$ cat src/rtl/rc_responder.sv
// rc_responder
//   RC-side endpoint for the gateway's RC transfer interface. Each one-cycle
//   write/read transfer pulse is serviced against an internal register file
//   of DEPTH 32-bit words. A response pulse follows RESP_LAT cycles after the
//   request is accepted. Requests that arrive while a transfer is in flight,
//   or a read that collides with a write, are dropped and counted.
//
// Ports:
//   clk                  clock
//   rstn                 asynchronous active-low reset
//   address              byte address, sampled with a transfer pulse
//   data_in              write data, sampled with write_transfer_valid
//   write_transfer_valid one-cycle write request
//   read_transfer_valid  one-cycle read request
//   data_out             read data; held until the next read response
//   write_resp_valid     one-cycle write-complete pulse
//   read_resp_valid      one-cycle read-data-valid pulse
//   busy                 request in flight
//   err_cnt              saturating count of out-of-range/misaligned accesses
//   drop_cnt             saturating count of dropped requests

module rc_responder #(
    parameter int unsigned DEPTH    = 16,
    parameter int unsigned RESP_LAT = 2,
    parameter logic [31:0] OOR_DATA = 32'hDEAD_BEEF
) (
    input  logic        clk,
    input  logic        rstn,
    input  logic [31:0] address,
    input  logic [31:0] data_in,
    input  logic        write_transfer_valid,
    input  logic        read_transfer_valid,
    output logic [31:0] data_out,
    output logic        write_resp_valid,
    output logic        read_resp_valid,
    output logic        busy,
    output logic [7:0]  err_cnt,
    output logic [7:0]  drop_cnt
);

    localparam int unsigned IW       = $clog2(DEPTH);
    localparam logic [3:0]  CNT_LOAD = 4'(RESP_LAT - 1);

    typedef enum logic [1:0] {
        ST_IDLE,
        ST_WAIT,
        ST_RESP
    } state_e;

    state_e        state_q, state_d;
    logic [3:0]    cnt_q, cnt_d;
    logic [31:0]   addr_q, addr_d;
    logic [31:0]   wdata_q, wdata_d;
    logic          is_wr_q, is_wr_d;
    logic [31:0]   dout_hold_q, dout_hold_d;
    logic [7:0]    err_q, err_d;
    logic [7:0]    drop_q, drop_d;
    logic [31:0]   mem_q [DEPTH];

    logic          addr_ok;
    logic [IW-1:0] idx;
    logic [31:0]   rd_val;
    logic          mem_we;
    logic          drop_evt;

    // Word aligned and inside the register file (DEPTH is a power of two,
    // so "word index < DEPTH" is "all bits above the index are zero").
    assign addr_ok = (addr_q[1:0] == 2'b00) && (addr_q[31:IW+2] == '0);
    assign idx     = addr_q[IW+1:2];
    assign rd_val  = addr_ok ? mem_q[idx] : OOR_DATA;

    always_comb begin
        // NOTE: every signal gets a default first so no path leaves one unassigned (no latches).
        state_d     = state_q;
        cnt_d       = cnt_q;
        addr_d      = addr_q;
        wdata_d     = wdata_q;
        is_wr_d     = is_wr_q;
        dout_hold_d = dout_hold_q;
        err_d       = err_q;
        drop_d      = drop_q;
        mem_we      = 1'b0;
        drop_evt    = 1'b0;

        unique case (state_q)
            ST_IDLE: begin
                if (write_transfer_valid || read_transfer_valid) begin
                    addr_d   = address;
                    wdata_d  = data_in;
                    is_wr_d  = write_transfer_valid;   // write wins a collision
                    cnt_d    = CNT_LOAD;
                    drop_evt = write_transfer_valid && read_transfer_valid;
                    state_d  = (RESP_LAT == 1) ? ST_RESP : ST_WAIT;
                end
            end
            ST_WAIT: begin
                drop_evt = write_transfer_valid || read_transfer_valid;
                if (cnt_q <= 4'd1) begin
                    state_d = ST_RESP;
                end else begin
                    cnt_d = cnt_q - 4'd1;
                end
            end
            ST_RESP: begin
                drop_evt = write_transfer_valid || read_transfer_valid;
                state_d  = ST_IDLE;
                if (is_wr_q) begin
                    mem_we = addr_ok;
                end else begin
                    dout_hold_d = rd_val;
                end
                if (!addr_ok && (err_q != 8'hFF)) begin
                    err_d = err_q + 8'd1;
                end
            end
            default: state_d = ST_IDLE;
        endcase

        if (drop_evt && (drop_q != 8'hFF)) begin
            drop_d = drop_q + 8'd1;
        end
    end

    // NOTE: sequential state uses non-blocking assignments so all registers update together.
    always_ff @(posedge clk or negedge rstn) begin
        if (!rstn) begin
            state_q     <= ST_IDLE;
            cnt_q       <= '0;
            addr_q      <= '0;
            wdata_q     <= '0;
            is_wr_q     <= 1'b0;
            dout_hold_q <= '0;
            err_q       <= '0;
            drop_q      <= '0;
        end else begin
            state_q     <= state_d;
            cnt_q       <= cnt_d;
            addr_q      <= addr_d;
            wdata_q     <= wdata_d;
            is_wr_q     <= is_wr_d;
            dout_hold_q <= dout_hold_d;
            err_q       <= err_d;
            drop_q      <= drop_d;
        end
    end

    // NOTE: the register file must read as zero after reset, so it is built
    // from resettable flops rather than a RAM macro.
    always_ff @(posedge clk or negedge rstn) begin
        if (!rstn) begin
            for (int i = 0; i < DEPTH; i++) begin
                mem_q[i] <= '0;
            end
        end else if (mem_we) begin
            mem_q[idx] <= wdata_q;
        end
    end

    // Responses are decoded from registered state, so reset clears them at once.
    assign busy             = (state_q != ST_IDLE);
    assign write_resp_valid = (state_q == ST_RESP) && is_wr_q;
    assign read_resp_valid  = (state_q == ST_RESP) && !is_wr_q;
    assign data_out         = read_resp_valid ? rd_val : dout_hold_q;
    assign err_cnt          = err_q;
    assign drop_cnt         = drop_q;

endmodule

$ cat config.mk
export PLATFORM = sky130hd
export DESIGN_NAME = rc_responder
export DESIGN_NICKNAME = d
export VERILOG_FILES = /design/src/rtl/rc_responder.sv
export SDC_FILE = /design/constraint.sdc
export NUM_CORES = 1
export LEC_CHECK = 0
export ABC_CLOCK_PERIOD_IN_PS = 3800
export BUFFER_PORTS_ARGS = -buffer_cell sky130_fd_sc_hd__buf_2
export CORE_MARGIN = 3
export CORE_UTILIZATION = 40
export DETAILED_ROUTE_END_ITERATION = 8
export SLEW_MARGIN = 15
export SYNTH_ARGS = -nofsm -noshare
export SYNTH_HDL_FRONTEND = slang
export SYNTH_SLANG_ARGS = --single-unit
$ cat constraint.sdc
create_clock -name clk -period 3.8 [get_ports clk]
set_input_delay 0.19 -clock clk [delete_from_list [all_inputs] [get_ports clk]]
set_output_delay 0.19 -clock clk [all_outputs]
set_load 0.005 [all_outputs]
==> results.md <==
- Run status: completed
- Wire per inst: 23.0 um
- GPL Wtd Cong: 0.741
- Diode count: 0
- Drt drc: 0
- Maximum VDD drop: 0.637 mV
- Largest delay share family, worst path: simple AND/OR/NAND/NOR gates
- Clock buffer depth: 3
- Worst Setup SP: addr_q[1]
- Initial Utilization: 40.8%
- Final period util: 93.6%
- Final TNS setup: 0 ps
- CTS tree: yes
- Crit. End Element: output pin
- Hold buffers post-CTS: 67
- PD cells: 565 nW/um^2
- Max-slew violation count: 0
- Syn_area_per_cell: 16.1 sq um
- Slew headroom: 24.4%
- Routed WL: 66.1 mm
- CP Data Required Time: 3610 ps
- # rows: 95
- PortBufs: 118
- Syn nets: 1802
- Layout fillers: 5862
- Final hold vios: 0
- DRT iter0 DRCs: 879
- Clock latency on the worst-skew pair: 590 ps
- Final Setup Violations: 0
- Final Skew: 16.1 ps
- Reg clk slew, reported paths: 50 ps
- Lkg Pwr: 15.3 nW
- 1st-pass router iterations: 5
- TritonCTS Buffers: 69
- Io pins: 119
- Clk sink count: 631
- Layout cells sized above 1: 50.2%
- Post-synth top flop: dfrtp_1
- Max Cap Viol: 0
- Core ar.: 67900 sq um
- Pin count of the biggest net entering global routing: 106
- All-Layer GR Usage: 18.5%
- Post-synthesis register bit count: 631
- Die Wd: 269 um
- Slowest cell on crit path: or2_2
- Hold_sp: read_transfer_valid
- Critical-path cell list: nor4_1 > nand3_1 > or2_2 > nor2_4 > buf_4 > a31oi_1 > buf_2
- Die Area: 72500 sq um
- Post-detail-place hpwl: 40.4 mm
- Antenna viol nets, final: 0
- Post-Syn Area: 27700 sq um
- CP Class: reg -> out
- Initial antenna violation count: 0
- Setup bufs post-CTS: 0
- Synth Warn #: 0
- Syn Inst Count: 1726
- Die height: 269 um
- Fmax: 0.281 GHz
- First-pass GRT wire length: 105 mm
- CTS root buf: clkbuf_16
- Final min period: 3560 ps
- Asr flop ratio synth: 100%
- Max stage delay on crit path: 620 ps
- Largest fanout on the critical path: 18
- Post-cts resize count: 0
- CP Launch Type: flip-flop
- Number of global-route vias before repair: 17100
- Overflow after GRT: 0
- Worst r2r src: addr_q[1]
- Seq/Total Area, Yosys: 57.0%
- Worst-Margin Slew: 1130 ps
- Pwr Total: 18.3 mW
- Unrepaired setup endpoints after global routing: false
- Final nets: 1982
- Post-synth EDFFs: 0
- Yosys cell types: 43
- Via count: 15600
- Layout area overhead: 16.6%
- H-tree Lvls: 3
- Worst path arrival time: 3370 ps
- Hold Path Class: in -> reg
- Via density: 5.44
- Buf/Inv on CP: 2
cell usage in the layout, fill, tap and decap left out, types with 2 or more instances in the layout:
cell type	instances
nor4_1	8
dfrtp_1	629
nand2_1	17
clkbuf_8	9
dfrtp_4	2
nand4_1	8
o21a_1	2
a22o_1	9
nor2_1	33
a31oi_1	24
dlygate4sd3_1	67
xor2_1	3
clkinv_2	14
clkbuf_1	19
a22oi_1	65
buf_4	47
mux2_2	543
buf_12	19
nand2b_1	3
nand3_1	5
buf_2	117
o21ai_0	3
xnor2_1	13
bufinv_16	3
nor3_4	12
mux2_1	35
inv_1	6
nor2_4	2
and3_1	5
ha_1	8
mux4_2	128
clkbuf_16	71
nor4_4	4
nor2b_4	2
routing by layer:
layer	GRT usage (%)	vias up	share of wire [%]
li1	-	6795	-
met1	24.8	8466	44
met2	31.0	288	49
met3	2.89	92	3.7
met4	6.37	0	2.8
met5	0	-	0
worst reg2reg max path: stages (launching register included):
cell	delay, ps
dfrtp_1	370
nor4_1	560
nand3_1	160
or2_2	620
nor3_4	580
buf_12	290
mux2_2	380
metrics by stage:
| step | cells | worst slack (ps) | cell area [sq um] | utilization, % | hold WS [ps] |
|---|---|---|---|---|---|
| after CTS | 2874 | 71.7 | 32300 | 47.6 | 0.615 |
| after floorplan | 1726 | 1550 | 27700 | - | -106 |
| after global routing | 2874 | 18.6 | 32300 | 47.6 | 58.1 |
| final | 2874 | 241 | 32300 | 47.6 | 43.6 |
| after detailed placement | 2689 | 654 | 29500 | 43.5 | 245 |
| after global placement | 2689 | 678 | 29500 | 43.5 | 248 |
report_power, final:
part / leakage (nW) / switching [mW] / internal (mW)
clock network: 1.06 / 2.62 / 3.80
registers: 8.52 / 1.28 / 7.19
logic: 5.67 / 1.87 / 1.51
total: 15.3 / 5.77 / 12.5
layout make-up:
cell class / count / area (sq um) / share of cell area (%)
clock inverter: 19 / 176 / 0.546
tap: 921 / 1150 / 3.57
timing repair buffer: 251 / 2000 / 6.20
sequential: 631 / 15800 / 48.9
multi-input combinational: 946 / 11200 / 34.6
clock buffer: 99 / 1970 / 6.10
inverter: 7 / 26.3 / 0.0813
cells in the mapped netlist, types with 3 or more instances:
library cell  count  area [sq um]
xnor2_1          13           114
inv_1             6          22.5
a22oi_1          65           488
buf_6            25           282
and3_1            5          31.3
nor4_4            4          85.1
mux4_2          128          2880
a31oi_1          24           150
mux2_1           35           394
buf_2            37           185
buf_1             4          15.0
buf_4             4          30.0
nor3_4            9           146
nor3_2            3          30.0
xor2_1            3          26.3
a22o_1            9          78.8
nor4_1            8          50.1
nor2_1           35           131
o21ai_0           4          20.0
nand3_1           5          25.0
dfrtp_1         631         15800
nand2b_1          3          18.8
clkbuf_1         72           270
mux2_2          543          6110
ha_1              8           100
nand4_1           8          50.1
nand2_1          17          63.8
worst paths after layout:
path | to | cells past startpoint | slack (ps)
max in group asynchronous | mem_q[104] | 4 | 2390
min in group asynchronous | err_cnt[4] | 2 | 190
worst min register to register | mem_q[166] | 1 | 480
worst min-delay path | state_q[1] | 3 | 40
worst max-delay path | data_out[18] | 7 | 240
worst max register to register | mem_q[155] | 6 | 730
logic make-up after synthesis:
group / Yosys count / share of synthesized area [%]
AND/OR/NAND/NOR: 106 / 2.50
AO/OA/AOI/OAI: 110 / 2.89
XOR/XNOR: 16 / 0.505
adder cells (fa/ha/maj): 8 / 0.361
buffers and inverters: 149 / 2.92
multiplexers: 706 / 33.9
flip-flops: 631 / 57.0
registers in the layout, summed over array words and instances (netlist names):
signal       count
cnt_q            4
wdata_q         32
is_wr_q          1
state_q          2
addr_q          32
err_cnt          8
mem_q          512
drop_cnt         8
dout_hold_q     32
No activity file was read; power rests on OpenSTA's default activity.
